[src/rtl/perf_counter_bank_if.sv]
// Purpose : groups the run-control, event and shadow-readout signals of perf_counter_bank.
// Latency : none, wires only.
// Backpressure : none; every signal is a level or single-cycle pulse, there is no handshake.
// master = controller side (drives start/stop/clear/evt/edge_mode/snap/rd_sel),
// slave  = counter bank (drives rd_data/ovf/running/halted).
// PERF_CNT_THRESH_EN adds thresh (to the bank) and thresh_hit (from the bank).
interface perf_counter_bank_if #(
  parameter int NUM_CH = 4,
  parameter int CNT_W  = 16,
  parameter int SEL_W  = 2
);
  logic              start;
  logic              stop;
  logic              clear;
  logic [NUM_CH-1:0] evt;        // per-channel event inputs
  logic [NUM_CH-1:0] edge_mode;  // 1 = count rising edges, 0 = count high cycles
  logic              snap;
  logic [SEL_W-1:0]  rd_sel;
  logic [CNT_W-1:0]  rd_data;
  logic [NUM_CH-1:0] ovf;
  logic              running;
  logic              halted;
`ifdef PERF_CNT_THRESH_EN
  logic [CNT_W-1:0]  thresh;
  logic              thresh_hit;
`endif

  modport master (
`ifdef PERF_CNT_THRESH_EN
    output thresh,
    input  thresh_hit,
`endif
    output start, stop, clear, evt, edge_mode, snap, rd_sel,
    input  rd_data, ovf, running, halted
  );

  modport slave (
`ifdef PERF_CNT_THRESH_EN
    input  thresh,
    output thresh_hit,
`endif
    input  start, stop, clear, evt, edge_mode, snap, rd_sel,
    output rd_data, ovf, running, halted
  );
endinterface

[src/rtl/perf_counter_bank.sv]
// Purpose : NUM_CH event counters under a STOPPED/RUNNING/HALTED run FSM, with snapshot shadows.
// Latency : event sampled at edge N is in the live counter after edge N; rd_data follows the next snap.
// Backpressure : none; inputs are accepted every cycle.
// Ports   : clock_i (rising edge), reset_i (async, active low), bank_if (perf_counter_bank_if.slave):
//           start/stop/clear/snap pulses, evt/edge_mode per channel, rd_sel -> rd_data (shadow),
//           ovf sticky flags, running/halted state decodes.
// Optional: define PERF_CNT_THRESH_EN to add the channel-0 threshold compare (thresh / thresh_hit).
module perf_counter_bank #(
  parameter int NUM_CH      = 4,
  parameter int CNT_W       = 16,
  parameter int SEL_W       = 2,
  parameter bit SATURATE    = 1'b0,
  parameter bit STOP_ON_OVF = 1'b0
) (
  input logic                clock_i,
  input logic                reset_i,
  perf_counter_bank_if.slave bank_if
);

  typedef enum logic [1:0] {
    ST_STOPPED = 2'd0,
    ST_RUNNING = 2'd1,
    ST_HALTED  = 2'd2
  } state_e;

  localparam logic [CNT_W-1:0] CNT_MAX = {CNT_W{1'b1}};

  state_e                       state_q, state_d;
  logic [NUM_CH-1:0][CNT_W-1:0] cnt_q, cnt_d;
  logic [NUM_CH-1:0][CNT_W-1:0] shadow_q, shadow_d;
  logic [NUM_CH-1:0]            ovf_q, ovf_d;
  logic [NUM_CH-1:0]            evt_q;      // previous-cycle event, kept in every state
  logic [NUM_CH-1:0]            inc;
  logic                         counting;
  logic                         halt_req;
`ifdef PERF_CNT_THRESH_EN
  logic                         thresh_hit_q, thresh_hit_d;
  logic                         thresh_match;
`endif

  // clear beats increment, so a clear cycle can never produce an overflow or halt.
  assign counting = (state_q == ST_RUNNING) && !bank_if.clear;

  always_comb begin : cnt_next
    cnt_d    = cnt_q;
    shadow_d = shadow_q;
    ovf_d    = ovf_q;
    inc      = '0;
    halt_req = 1'b0;
    for (int i = 0; i < NUM_CH; i++) begin
      inc[i] = counting && bank_if.evt[i] && (!bank_if.edge_mode[i] || !evt_q[i]);
      if (bank_if.clear) begin
        cnt_d[i]    = '0;
        shadow_d[i] = '0;
        ovf_d[i]    = 1'b0;
      end else begin
        // shadow captures the pre-increment value
        if (bank_if.snap) shadow_d[i] = cnt_q[i];
        if (inc[i]) begin
          if (cnt_q[i] == CNT_MAX) begin
            ovf_d[i] = 1'b1;
            cnt_d[i] = SATURATE ? CNT_MAX : '0;
            // a saturated counter that already flagged must not halt again
            if (!(SATURATE && ovf_q[i])) halt_req = 1'b1;
          end else begin
            cnt_d[i] = cnt_q[i] + CNT_W'(1);
          end
        end
      end
    end
`ifdef PERF_CNT_THRESH_EN
    thresh_match = counting && (cnt_q[0] == bank_if.thresh);
    thresh_hit_d = !bank_if.clear && (thresh_hit_q || thresh_match);
    if (thresh_match) halt_req = 1'b1;
`endif
  end

  always_comb begin : fsm_next
    state_d = state_q;
    unique case (state_q)
      ST_STOPPED: if (bank_if.start && !bank_if.stop) state_d = ST_RUNNING;
      ST_RUNNING: begin
        if (bank_if.stop)                    state_d = ST_STOPPED;
        else if (STOP_ON_OVF && halt_req)    state_d = ST_HALTED;
      end
      ST_HALTED:  if (bank_if.clear || bank_if.stop) state_d = ST_STOPPED;
      default:    state_d = ST_STOPPED;
    endcase
  end

  always_ff @(posedge clock_i or negedge reset_i) begin : state_reg
    if (!reset_i) begin
      state_q      <= ST_STOPPED;
      cnt_q        <= '0;
      shadow_q     <= '0;
      ovf_q        <= '0;
      evt_q        <= '0;
`ifdef PERF_CNT_THRESH_EN
      thresh_hit_q <= 1'b0;
`endif
    end else begin
      state_q      <= state_d;
      cnt_q        <= cnt_d;
      shadow_q     <= shadow_d;
      ovf_q        <= ovf_d;
      evt_q        <= bank_if.evt;
`ifdef PERF_CNT_THRESH_EN
      thresh_hit_q <= thresh_hit_d;
`endif
    end
  end

  always_comb begin : fsm_out
    bank_if.running = (state_q == ST_RUNNING);
    bank_if.halted  = (state_q == ST_HALTED);
  end

  // Unused rd_sel codes (>= NUM_CH) fall through to zero.
  always_comb begin : rd_mux
    bank_if.rd_data = '0;
    for (int i = 0; i < NUM_CH; i++) begin
      if (bank_if.rd_sel == SEL_W'(i)) bank_if.rd_data = shadow_q[i];
    end
  end

  assign bank_if.ovf = ovf_q;
`ifdef PERF_CNT_THRESH_EN
  assign bank_if.thresh_hit = thresh_hit_q;
`endif

endmodule
[src/flat_wrapper.sv]
// flat-port wrapper written by rule: the top's interface ports become plain ports
module perf_counter_bank_flat 
#(
  parameter int NUM_CH      = 4,
  parameter int CNT_W       = 16,
  parameter int SEL_W       = 2,
  parameter bit SATURATE    = 1'b0,
  parameter bit STOP_ON_OVF = 1'b0
)
  (clock_i, reset_i, bank_if_start, bank_if_stop, bank_if_clear, bank_if_evt, bank_if_edge_mode, bank_if_snap, bank_if_rd_sel, bank_if_rd_data, bank_if_ovf, bank_if_running, bank_if_halted);
  perf_counter_bank_if #(.NUM_CH(NUM_CH), .CNT_W(CNT_W), .SEL_W(SEL_W)) bank_if_i ();
  input logic clock_i;
  input logic reset_i;
  input wire logic [$bits(bank_if_i.start)-1:0] bank_if_start;
  input wire logic [$bits(bank_if_i.stop)-1:0] bank_if_stop;
  input wire logic [$bits(bank_if_i.clear)-1:0] bank_if_clear;
  input wire logic [$bits(bank_if_i.evt)-1:0] bank_if_evt;
  input wire logic [$bits(bank_if_i.edge_mode)-1:0] bank_if_edge_mode;
  input wire logic [$bits(bank_if_i.snap)-1:0] bank_if_snap;
  input wire logic [$bits(bank_if_i.rd_sel)-1:0] bank_if_rd_sel;
  output wire logic [$bits(bank_if_i.rd_data)-1:0] bank_if_rd_data;
  output wire logic [$bits(bank_if_i.ovf)-1:0] bank_if_ovf;
  output wire logic [$bits(bank_if_i.running)-1:0] bank_if_running;
  output wire logic [$bits(bank_if_i.halted)-1:0] bank_if_halted;
  assign bank_if_i.start = bank_if_start;
  assign bank_if_i.stop = bank_if_stop;
  assign bank_if_i.clear = bank_if_clear;
  assign bank_if_i.evt = bank_if_evt;
  assign bank_if_i.edge_mode = bank_if_edge_mode;
  assign bank_if_i.snap = bank_if_snap;
  assign bank_if_i.rd_sel = bank_if_rd_sel;
  assign bank_if_rd_data = bank_if_i.rd_data;
  assign bank_if_ovf = bank_if_i.ovf;
  assign bank_if_running = bank_if_i.running;
  assign bank_if_halted = bank_if_i.halted;
  perf_counter_bank #(.NUM_CH(NUM_CH), .CNT_W(CNT_W), .SEL_W(SEL_W), .SATURATE(SATURATE), .STOP_ON_OVF(STOP_ON_OVF)) u_core (.clock_i(clock_i), .reset_i(reset_i), .bank_if(bank_if_i));
endmodule
[config.mk]
export PLATFORM = sky130hd
export DESIGN_NAME = perf_counter_bank_flat
export DESIGN_NICKNAME = d
export VERILOG_FILES = /design/src/rtl/perf_counter_bank_if.sv /design/src/rtl/perf_counter_bank.sv /design/src/flat_wrapper.sv
export SDC_FILE = /design/constraint.sdc
export NUM_CORES = 1
export LEC_CHECK = 0
export CAP_MARGIN = 40
export CORE_MARGIN = 1.5
export CORE_UTILIZATION = 40
export DETAILED_ROUTE_END_ITERATION = 6
export HOLD_SLACK_MARGIN = 0.02
export PLACE_DENSITY_LB_ADDON = 0.12
export RECOVER_POWER = 50
export SLEW_MARGIN = 15
export SYNTH_ARGS = -nofsm -noshare
export SYNTH_HDL_FRONTEND = slang
export SYNTH_SLANG_ARGS = --single-unit
[constraint.sdc]
create_clock -name clock_i -period 6.6 [get_ports clock_i]
set_clock_uncertainty 0.2 [all_clocks]
set_input_delay 1.32 -clock clock_i [delete_from_list [all_inputs] [get_ports clock_i]]
set_output_delay 1.32 -clock clock_i [all_outputs]
set_load 0.05 [all_outputs]
==> results.json <==
{
  "synthesis.instances": 648,
  "final_nets": 696,
  "cts_tree": "done",
  "clk_path_buf_depth": 2,
  "cp-startpoint": "bank_if_snap",
  "die_x_um": 133,
  "pwr-share-seq_pct": 41.5,
  "rows": 47,
  "core_mm2": 0.0165,
  "mostFrequentLayoutCell": "dfrtp_1",
  "synth_seq_cells": 137,
  "layout_min_cycle_time_ns": 5.20,
  "final_cell_mix": "137 x dfrtp_1, 112 x nor2_1, 66 x mux2i_1",
  "dr.pass1.iters": 5,
  "rsz0062_at_grt": "false",
  "clkTransAtPathRegs_ns": 0.06,
  "antenna_cells": 0,
  "crit_top_cell": "clkbuf_1",
  "postCtsSetupRepairBufs": 0,
  "cts_hold_buf": 0,
  "io-pin-count": 38,
  "gp_congestion": 0.823,
  "post_cts_resized": 0,
  "cp_slowest_cell": "clkbuf_1",
  "synth_ff_type": "dfrtp_1",
  "crit_path_end_kind": "flop",
  "grt_overflow": 0,
  "worstMarginPinSlew_ns": 3.52,
  "intPower_mw": 1.62,
  "finalPower_mw": 2.07,
  "vias": 5076,
  "drc_errors": 0,
  "ys_async_sr_fraction_pct": 100,
  "vias_per_cell": 5.58,
  "cpPeakStageDelay_ns": 2.55,
  "drv_cap": 2,
  "area_growth_pct": 18.3,
  "htree_levels": 4,
  "critPathKind": "input port to flop",
  "final_util_pct": 48.3,
  "hpwl_mm": 11.7,
  "tns_ns": 0,
  "powerDensity_mw_per_mm2": 259,
  "drive_above_1_share_pct": 9.58,
  "syn_area_mm2": 0.00674,
  "required_ns": 6.67,
  "yosysWarnings": 0,
  "syn_avg_cell_area_um2": 10.4,
  "final_antenna_net_count": 0,
  "cts_num_sinks": 137,
  "syn_nets": 668,
  "reg2reg_from": "u_core.cnt_q[17]$_DFFE_PN0P_",
  "clock.fmax_mhz": 192,
  "p_sw_mw": 0.443,
  "finalSetupViolations": 0,
  "start_util_pct": 40.8,
  "slew_headroom_pct": -135,
  "status": "finished, violations left",
  "grt_usage_pct": 20.5,
  "violations": "max-capacitance violations, max-slew violations",
  "hp-start": "u_core.shadow_q[39]$_DFFE_PN0P_",
  "wl_per_cell_um": 18.7,
  "numPortBuffers": 36,
  "power_frac_comb_pct": 5.6,
  "routed_wl_mm": 17.0,
  "clk_latency_ns": 0.42,
  "antenna_found_initial": 0,
  "cts_buffers": 17,
  "p_clk_share_pct": 53.0,
  "switching_share_pct": 21.5,
  "grt_max_degree": 84,
  "slew_viol_final": 104,
  "leakage_nw": 3.55,
  "startpoint_type": "input port",
  "ir_worst_vdd_v": 0.000181,
  "grt_pass1_vias": 4826,
  "path_cells": "clkbuf_1 > clkbuf_1 > mux2i_1 > nor2_1",
  "hold_viol": 0,
  "fp.dieH_um": 133,
  "worstPathMaxFanout": 47,
  "critPathArrivalTime_ns": 5.27,
  "cts_root_buf": "clkbuf_16",
  "seq_area_frac_synth_pct": 50.9,
  "ys_types": 55,
  "synth_edf_count": 0,
  "hold_class": "flop to flop",
  "drt-initial-drc-count": 391,
  "grt_pass1_wl_mm": 27.7,
  "post-route-period-util_pct": 78.8,
  "die_area_mm2": 0.0176
}
worst paths after layout:
| check | to | slack (ns) | cells past startpoint |
|---|---|---|---|
| min | u_core.shadow_q[39]$_DFFE_PN0P_ | 0.31 | 2 |
| max in group asynchronous | u_core.shadow_q[63]$_DFFE_PN0P_ | 2.22 | 3 |
| max | u_core.shadow_q[33]$_DFFE_PN0P_ | 1.40 | 4 |
| min in group asynchronous | u_core.shadow_q[17]$_DFFE_PN0P_ | 0.82 | 2 |
| max reg2reg | u_core.cnt_q[22]$_DFFE_PN0P_ | 4.07 | 6 |
| min reg2reg | u_core.shadow_q[39]$_DFFE_PN0P_ | 0.31 | 2 |
power by group through the flow:
stage	Clock, mW	Combinational (mW)	Sequential, mW
final	1.09	0.115	0.857
after global routing	1.16	0.127	0.858
after CTS	1.11	0.114	0.857
after detailed placement	0	0.114	0.872
after global placement	0	0.110	0.872
after floorplan	0	0.0644	0.871
final cells by class:
cell class                 count  area [µm²]
inverter                      12        45.0
fill                        1519        8550
clock buffer                  20         467
multi-input combinational    463        3110
sequential                   137        3430
timing repair buffer          45         428
tap                          220         275
clock inverter                12         219
per-stage QoR:
stage,hold WS (ns),std cells,instance area (µm²),worst slack (ns)
final,0.314,909,7980,1.40
after global routing,0.343,909,7980,0.994
after CTS,0.319,907,7980,1.66
after detailed placement,0.302,875,7300,1.67
after global placement,0.285,871,7240,1.53
after floorplan,0.279,648,6740,2.35
flip-flops by register name, indices dropped and copies added, names as in the netlist:
signal              flops
u_core.evt_q            4
u_core.state_q          1
u_core.shadow_q        64
u_core.cnt_q           64
u_core.bank_if.ovf      4
critical path: cells and delay by family:
kind,cells,cell delay (ns)
buffers and inverters,2,3.45
multiplexers,1,0.38
AND/OR/NAND/NOR,1,0.07
cells by family (layout without fill, tap and decap cells):
logic type	count (synthesis)	in the layout	share of synthesized area [%]
AND/OR/NAND/NOR	267	267	18.6
other	1	1	0.0556
buffers and inverters	48	89	2.93
flip-flops	137	137	50.9
AO/OA/AOI/OAI	89	89	9.02
XOR/XNOR	20	20	2.60
multiplexers	82	82	15.2
adder cells (fa/ha/maj)	4	4	0.743
routing by layer:
metal / vias to the layer above / track usage, % / wire length, µm
li1: 2384 / - / -
met1: 2572 / 28.6 / 7990
met2: 106 / 31.9 / 8170
met3: 14 / 4.64 / 534
met4: 0 / 6.41 / 316
met5: - / 0 / 0
synthesized netlist by cell type, drive strengths merged (7+ instances only):
cell type / instances / area share (%)
a21oi: 17 / 1.3
a31oi: 7 / 0.74
and3: 8 / 0.74
buf: 13 / 0.97
clkbuf: 23 / 1.3
dfrtp: 137 / 51
inv: 12 / 0.67
mux2i: 66 / 9.8
mux4: 16 / 5.3
nand2: 48 / 2.7
nand3: 41 / 3.0
nand4: 14 / 1.5
nor2: 112 / 6.2
nor3: 9 / 0.74
nor4: 10 / 0.93
o21ai: 25 / 1.9
o31ai: 7 / 0.78
xnor2: 8 / 1.0
xor2: 12 / 1.6
Note: power is estimated with default switching activity, not from simulation.
